==> config.mk <==
export PLATFORM = sky130hd
export DESIGN_NAME = uart_rx
export DESIGN_NICKNAME = d
export VERILOG_FILES = /design/src/rtl/uart_rx.sv
export SDC_FILE = /design/constraint.sdc
export NUM_CORES = 1
export LEC_CHECK = 0
export BUFFER_PORTS_ARGS = -buffer_cell sky130_fd_sc_hd__buf_2
export CELL_PAD_IN_SITES_DETAIL_PLACEMENT = 1
export CELL_PAD_IN_SITES_GLOBAL_PLACEMENT = 1
export CORE_ASPECT_RATIO = 2
export CORE_MARGIN = 3
export CORE_UTILIZATION = 26
export CTS_CLUSTER_SIZE = 12
export DETAILED_ROUTE_END_ITERATION = 6
export PLACE_DENSITY_LB_ADDON = 0.1
export SKIP_LAST_GASP = 1
export SLEW_MARGIN = 25
export SYNTH_ARGS = -nofsm -noshare
export SYNTH_HDL_FRONTEND = slang
export SYNTH_SLANG_ARGS = --single-unit
==> constraint.sdc <==
create_clock -name clk -period 3.9 [get_ports clk]
set_input_delay 0.975 -clock clk [delete_from_list [all_inputs] [get_ports clk]]
set_output_delay 0.975 -clock clk [all_outputs]
set_load 0.05 [all_outputs]
==> src/rtl/uart_rx.sv <==
// Oversampling UART receiver: 8N1-style framing with mid-bit sampling and start-glitch rejection.
// Optional macro UART_RX_FERR_EN adds the rx_ferr framing-error strobe.
`timescale 1ns/1ps

module uart_rx #(
    parameter int DATA_WIDTH = 8,
    parameter int CLK_FREQ   = 50000000,
    parameter int BAUD       = 115200,
    parameter int OVERSAMPLE = 16
) (
    input  logic                  clk,
    input  logic                  rst,
    input  logic                  rx_in,
    output logic                  tick,
    output logic [DATA_WIDTH-1:0] rx_out,
`ifdef UART_RX_FERR_EN
    output logic                  rx_ferr,
`endif
    output logic                  rx_dv
);

    localparam int DIV_RAW = CLK_FREQ / (BAUD * OVERSAMPLE);
    localparam int DIV     = (DIV_RAW < 1) ? 1 : DIV_RAW;
    localparam int CW      = (DIV > 1) ? $clog2(DIV) : 1;
    localparam int SW      = (OVERSAMPLE > 16) ? $clog2(OVERSAMPLE) : 4;
    localparam int NW      = $clog2(DATA_WIDTH + 1);

    typedef enum logic [1:0] {
        IDLE  = 2'd0,
        START = 2'd1,
        DATA  = 2'd2,
        STOP  = 2'd3
    } state_t;

    logic [CW-1:0] div_cnt;
    logic          sync_q1;
    logic          line;

    state_t                state, state_next;
    logic [SW-1:0]         s_cnt, s_next;
    logic [NW-1:0]         n_cnt, n_next;
    logic [DATA_WIDTH-1:0] shreg, sh_next;
    logic                  break_wait, bw_next;
    logic                  load, dv_next;
`ifdef UART_RX_FERR_EN
    logic                  ferr_next;
`endif

    // Free-running oversample divider; tick is the last count of each period.
    always_ff @(posedge clk or posedge rst) begin
        if (rst) begin
            div_cnt <= '0;
        end else if (div_cnt == CW'(DIV - 1)) begin
            div_cnt <= '0;
        end else begin
            div_cnt <= div_cnt + 1'b1;
        end
    end

    assign tick = !rst && (div_cnt == CW'(DIV - 1));

    always_ff @(posedge clk or posedge rst) begin
        if (rst) begin
            sync_q1 <= 1'b1;
            line    <= 1'b1;
        end else begin
            sync_q1 <= rx_in;
            line    <= sync_q1;
        end
    end

    always_ff @(posedge clk or posedge rst) begin
        if (rst) begin
            state      <= IDLE;
            s_cnt      <= '0;
            n_cnt      <= '0;
            shreg      <= '0;
            break_wait <= 1'b0;
            rx_out     <= '0;
            rx_dv      <= 1'b0;
`ifdef UART_RX_FERR_EN
            rx_ferr    <= 1'b0;
`endif
        end else begin
            state      <= state_next;
            s_cnt      <= s_next;
            n_cnt      <= n_next;
            shreg      <= sh_next;
            break_wait <= bw_next;
            rx_dv      <= dv_next;
            if (load) begin
                rx_out <= shreg;
            end
`ifdef UART_RX_FERR_EN
            rx_ferr    <= ferr_next;
`endif
        end
    end

    always_comb begin
        state_next = state;
        s_next     = s_cnt;
        n_next     = n_cnt;
        sh_next    = shreg;
        bw_next    = break_wait;
        load       = 1'b0;
        dv_next    = 1'b0;
`ifdef UART_RX_FERR_EN
        ferr_next  = 1'b0;
`endif
        case (state)
            IDLE: begin
                // After a framing error the line may still be low (break);
                // only a return to 1 re-arms start detection.
                if (break_wait) begin
                    if (line) begin
                        bw_next = 1'b0;
                    end
                end else if (!line) begin
                    s_next     = '0;
                    state_next = START;
                end
            end
            START: begin
                if (tick) begin
                    if (s_cnt == SW'(OVERSAMPLE / 2 - 1)) begin
                        if (!line) begin
                            s_next     = '0;
                            n_next     = '0;
                            state_next = DATA;
                        end else begin
                            state_next = IDLE;
                        end
                    end else begin
                        s_next = s_cnt + 1'b1;
                    end
                end
            end
            DATA: begin
                if (tick) begin
                    if (s_cnt == SW'(OVERSAMPLE - 1)) begin
                        s_next  = '0;
                        sh_next = {line, shreg[DATA_WIDTH-1:1]};
                        if (n_cnt == NW'(DATA_WIDTH - 1)) begin
                            state_next = STOP;
                        end else begin
                            n_next = n_cnt + 1'b1;
                        end
                    end else begin
                        s_next = s_cnt + 1'b1;
                    end
                end
            end
            STOP: begin
                if (tick) begin
                    if (s_cnt == SW'(OVERSAMPLE - 1)) begin
                        if (line) begin
                            load    = 1'b1;
                            dv_next = 1'b1;
                        end else begin
                            bw_next = 1'b1;
`ifdef UART_RX_FERR_EN
                            ferr_next = 1'b1;
`endif
                        end
                        state_next = IDLE;
                    end else begin
                        s_next = s_cnt + 1'b1;
                    end
                end
            end
            default: state_next = IDLE;
        endcase
    end

endmodule

# After elaboration in Yosys (flattened, before gate mapping)
# Cells that the tools add are included.
# W data, S select, Z words.
[word_totals]
reg_bits = 35
input_bits = 3
out_inout_bits = 10
word_cells = 81
[classes]
addsub = 3
eq_ne = 20
n_mux = 38
n_reduce_logical = 10
[ops]
columns = ["cell", "n"]
rows = [
  ["$mux W4", 14],
  ["$ne A2 B2 Y1 const B", 13],
  ["$mux W2", 10],
  ["$pmux W4 S4", 1],
  ["$mux W1", 9],
  ["$reduce_and A9 Y1", 1],
  ["$add A4 B1 Y4 const B", 2],
  ["$eq A4 B3 Y1 const B", 2],
  ["$pmux W2 S4", 1],
  ["$pmux W4 S2", 1],
  ["$reduce_and A7 Y1", 1],
  ["$add A5 B1 Y5 const B", 1],
  ["$eq A5 B5 Y1 const B", 1],
  ["$mux W5", 1],
  ["$reduce_and A5 Y1", 1],
  ["$eq A2 B2 Y1 const B", 2],
  ["$eq A4 B4 Y1 const B", 1],
  ["$reduce_and A4 Y1", 1],
  ["$reduce_bool A2 Y1", 2],
  ["$reduce_and A3 Y1", 1],
  ["$eq A2 B1 Y1 const B", 1],
  ["$logic_not A2 Y1", 1],
  ["$pmux W1 S2", 1],
  ["$logic_and A1 B1 Y1", 1],
  ["$logic_not A1 Y1", 1],
]

# Logic depth before layout (Yosys ltp)
[depth]
word_depth = 5
mapped_depth = 6

# Worst setup path before layout
# Ideal clock, no wire load.
[synth_path]
kind = "input-to-output"
from = "in rst"
to = "out tick"
t_arrival_ns = 1.874
required_time_ns = 2.925
slack_ns = 1.051
path_stages = 2
path_buffers = 1
path_cell_list = "clkbuf_1 -> nor2_1"
[synth_via]
elab_chain_len = 2
[synth_lines]
columns = ["item", "line_no", "source"]
rows = [
  ["start: declaration", "12", "input logic rst,"],
  ["$logic_not A1 Y1 (no source line)", "-", ""],
  ["$logic_and A1 B1 Y1", "60", "assign tick = !rst && (div_cnt == CW'(DIV - 1));"],
  ["end: declaration", "14", "output logic tick,"],
]
# No other way between the ends.

# Final worst setup path
[layout_path]
from = "reg div_cnt[0]"
to = "out tick"
[layout_via]
elab_chain_len = 2
[layout_lines]
columns = ["item", "line_no", "source"]
rows = [
  ["start: declaration", "35", "logic [CW-1:0] div_cnt;"],
  ["start signal: assignment", "56", "div_cnt <= div_cnt + 1'b1;"],
  ["$eq A5 B5 Y1", "60", ""],
  ["$logic_and A1 B1 Y1", "60", ""],
]
# No other way between the ends.

==> flow_results.org <==
** STA
- Clock skew :: 0.00576 ns
- For the finished layout, the period the worst path requires is 2.69 ns.
- In the finished design, the share of the clock period the worst path needs comes to 0.689.
- Final hold vios :: 0
- Hold timing on the final database bottoms out at a slack of 0.358 ns.
- Setup violations remaining at the end of the flow were counted as 0.
- RSZ-0062 raised after global routing :: false
- Max Transition Viols Final :: 0
- Least-Margin Pin Slew :: 0.690 ns
- Timing would allow up to 0.372 GHz.
- Headroom to the max-slew limit came out at 0.537.
- Final total negative setup slack :: 0 ns

** Power and ir drop
- Maximum VDD drop :: 354 uV
- Power spread over the standard cell area amounts to 394 mW/mm2.
- The completed layout was analyzed and its total power is 0.779 mW.
- Summed over all cells, the static leakage comes to 0.894 nW.

** Final layout
- Most common cell after layout, fill and taps aside :: dfrtp_1
- The repair_antennas step left the layout with diodes totalling 0.
- Sequential cell area :: 878 um2
- Util after Layout :: 0.324
- Ratio of cells with drive above 1 in the final layout :: 0.280
- The library cells used most frequently in the layout, excluding fill and tap cells, are dfrtp_1, mux2_2, nand2_1.
- In the final design database the tool counted 167 nets.
- The finished layout holds 245 standard cells, fillers aside.
- Count of filler cells inserted in the layout :: 718
- Relative to the synthesized area, the layout overhead comes to 17.9%.
- Footprint of the multi-input gates :: 751 um2

** Yosys
- Proportion of synthesized chip area in sequential cells :: 0.524
- Number of flip-flops and latches in the synthesized netlist :: 35
- Fraction of post-synthesis cell area in the top cell type by area :: 0.493
- The cell count after synthesis came out at 145.
- Yosys warning count :: 0
- The synthesized design contains 0 enable-type register cells.
- Summing every instance area after synthesis gives 0.00168 mm2.
- In this run the mean area of a mapped cell was 11.6 um2.
- For this run, the leading register cell type out of synthesis is dfrtp_1.
- dfrtp_1 takes more of the synthesized area than any other cell.
- In this run, distinct cell masters in the synthesized netlist total 40.
- Number of nets produced by synthesis :: 152
- Leading post-synthesis cells by cell area :: dfrtp_1, mux2_2, o21ai_0, dfstp_2, nand2_1
- Async set or reset register ratio after synthesis :: 1.00

** Setup path
- For this design, the slowest cell found on the critical path is dfrtp_1.
- Critical path arrival :: 1.71 ns
- Type of element capturing the critical path :: primary output
- At the worst endpoint, the required time is 2.92 ns.
- The number of cells on the worst reg-to-reg path is 6.
- Delay of the slowest cell on the worst path :: 0.40 ns
- The signal on the critical path passes through inv_1 > ha_1 > nand4b_4 > nor2_1 > buf_2.
- Along the worst path, the maximum fanout reaches 9.
- Setup CP Type :: flip-flop to primary output
- Element type at the critical path start :: flip-flop

** Global route
- In the global route stage, overall resource usage came out at 0.109.
- The first global-routing pass estimated 6350 um of wire.
- For this run, global-route usage on met1 was measured as 0.117.
- Antenna violations before repair :: 0
- Global routing finished with a remaining overflow of 0.
- In the global route stage, met3 resource usage came out at 0.0281.
- In this run the most used layer during global routing was met2.
- The number of global-route vias before repair came to 1,281.
- Maximum number of pins on one net before global-route repair :: 22
- Met2 Use GR :: 0.195

** Clock network
- Insertion delay to the later sink of the worst-skew pair :: 0.28 ns
- Post-CTS repair changed the size of 0 cells.
- Total number of clock tree sinks :: 35
- Maximum clock path buffer count :: 2
- The H-tree was split into 2 levels.
- TritonCTS built the clock tree.
- After clock tree synthesis, the clock-pin slew on the worst setup and hold paths is 0.06 ns.
- After clock tree synthesis, the setup repair step added 0 buffers.
- Root Buffer Master :: clkbuf_16
- Total CTS buffers :: 5
- Count of hold-fix buffers inserted at cts :: 0

** Routing
- Average via count per standard cell :: 4.82
- Number of remaining DRC errors :: 0
- DR vias :: 1,181
- For this run, the detailed router's first-pass iteration total came to 4.
- Once detail routing completed, the nets flagged for antenna violations numbered 0.
- The final layout contains routed wiring with a total length of 3590 um.
- In this run, the number of DRC markers left after iteration 0 of detailed routing was 60.
- In the final routed layout, each cell accounts on average for 14.6 um.

** Floorplanning
- Row generation in the floorplan step produced 40 rows.
- Core box area :: 0.00611 mm2
- For this configuration, the core starts out at a cell density of 0.274.
- The floorplan step defined a die boundary enclosing 0.00750 mm2.
- In this run the count of I/O pins placed on the die edge is 13.
- The die is 62.8 um wide.
- Die extent in y :: 120 um

** Placed design
- Placer's final routability congestion estimate :: 0.644
- Sum of net half-perimeters after detailed placement :: 2680 um
- In this run the tool buffered the top-level ports with 12 buffer cells.
- Instance count after placement with tap cells included :: 237

** Min path
- In this run the worst hold path is classified as flip-flop to flip-flop.
- Along the worst hold path, the cell count comes to 0.

** Run
- Max-cap violations in this run came to 0.

** Run status
- The run finished with clean final reports.
## Yosys cell counts, types with 2 or more instances
master,count
nand3_1,4
a22o_1,4
nor2b_1,2
dfstp_2,2
o2111ai_1,2
clkbuf_1,3
nor2_1,4
nand2b_1,3
dfrtp_1,33
nor3_1,3
ha_1,4
o21ai_0,13
o31ai_1,2
nand2_1,14
mux2_2,17
inv_1,7
a31oi_1,5
## worst paths after layout
kind / start / endpoint / slack (ns)
max reg2reg: div_cnt[0]$_DFF_PP0_ / s_cnt[2]$_DFFE_PP0P_ / 1.68
max: div_cnt[0]$_DFF_PP0_ / tick / 1.21
max in group asynchronous: rst / sync_q1$_DFF_PP1_ / 2.29
min in group asynchronous: rst / div_cnt[3]$_DFF_PP0_ / 0.84
min: sync_q1$_DFF_PP1_ / line$_DFF_PP1_ / 0.36
min reg2reg: sync_q1$_DFF_PP1_ / line$_DFF_PP1_ / 0.36
## critical path, delay by kind of cell (launching register included)
kind / cells / cell delay (ns)
buffers and inverters: 2 / 0.37
DFF: 1 / 0.40
and+or+nand+nor: 2 / 0.41
adders and majority gates: 1 / 0.26
## flip-flops by register name, indices dropped and copies added (netlist names), named ones only
name,count
sync_q1,1
shreg,8
break_wait,1
rx_out,8
s_cnt,4
n_cnt,4
line,1
state,1
div_cnt,5
rx_dv,1
## where the power goes
part	leakage [nW]	total (mW)	switching [mW]	internal [mW]
sequential	0.452	0.369	0.00217	0.367
combinational	0.368	0.0139	0.0106	0.00326
clock	0.0739	0.396	0.143	0.253
total	0.894	0.779	0.156	0.623
## layer usage
| metal | part of all wire | up-vias |
|---|---|---|
| li1 | - | 559 |
| met1 | 0.39 | 604 |
| met2 | 0.56 | 12 |
| met3 | 0.024 | 6 |
| met4 | 0.023 | 0 |
| met5 | 0 | - |
## stage by stage
| stage | cell area, um2 | setup slack, ns |
|---|---|---|
| 2_1_floorplan | 1680 | 1.05 |
| 3_3_place_gp | 1830 | 1.37 |
| 3_5_place_dp | 1830 | 1.34 |
| 4_1_cts | 1980 | 1.18 |
| 5_1_grt | 1980 | 1.08 |
| 6_report | 1980 | 1.21 |
## kinds of logic (layout without fill, tap and decap cells)
logic type	after synthesis	after routing	share of synthesized area
AOI/OAI and AO/OA	34	34	0.142
xor gates and xnor gates	1	1	0.00523
muxes	18	18	0.120
adders and majority gates	4	4	0.0299
DFF	35	35	0.524
and+or+nand+nor	41	41	0.151
buffers and inverters	12	28	0.0276
## area by class of cell
type / count / share of cell area
repair buffers: 13 / 0.0342
inverters: 7 / 0.0133
multi-input cells: 98 / 0.380
flip-flops and latches: 35 / 0.445
clock buffers: 7 / 0.0722
clock inverters: 1 / 0.00253
well taps: 84 / 0.0532
No activity file was read; power rests on OpenSTA's default activity.
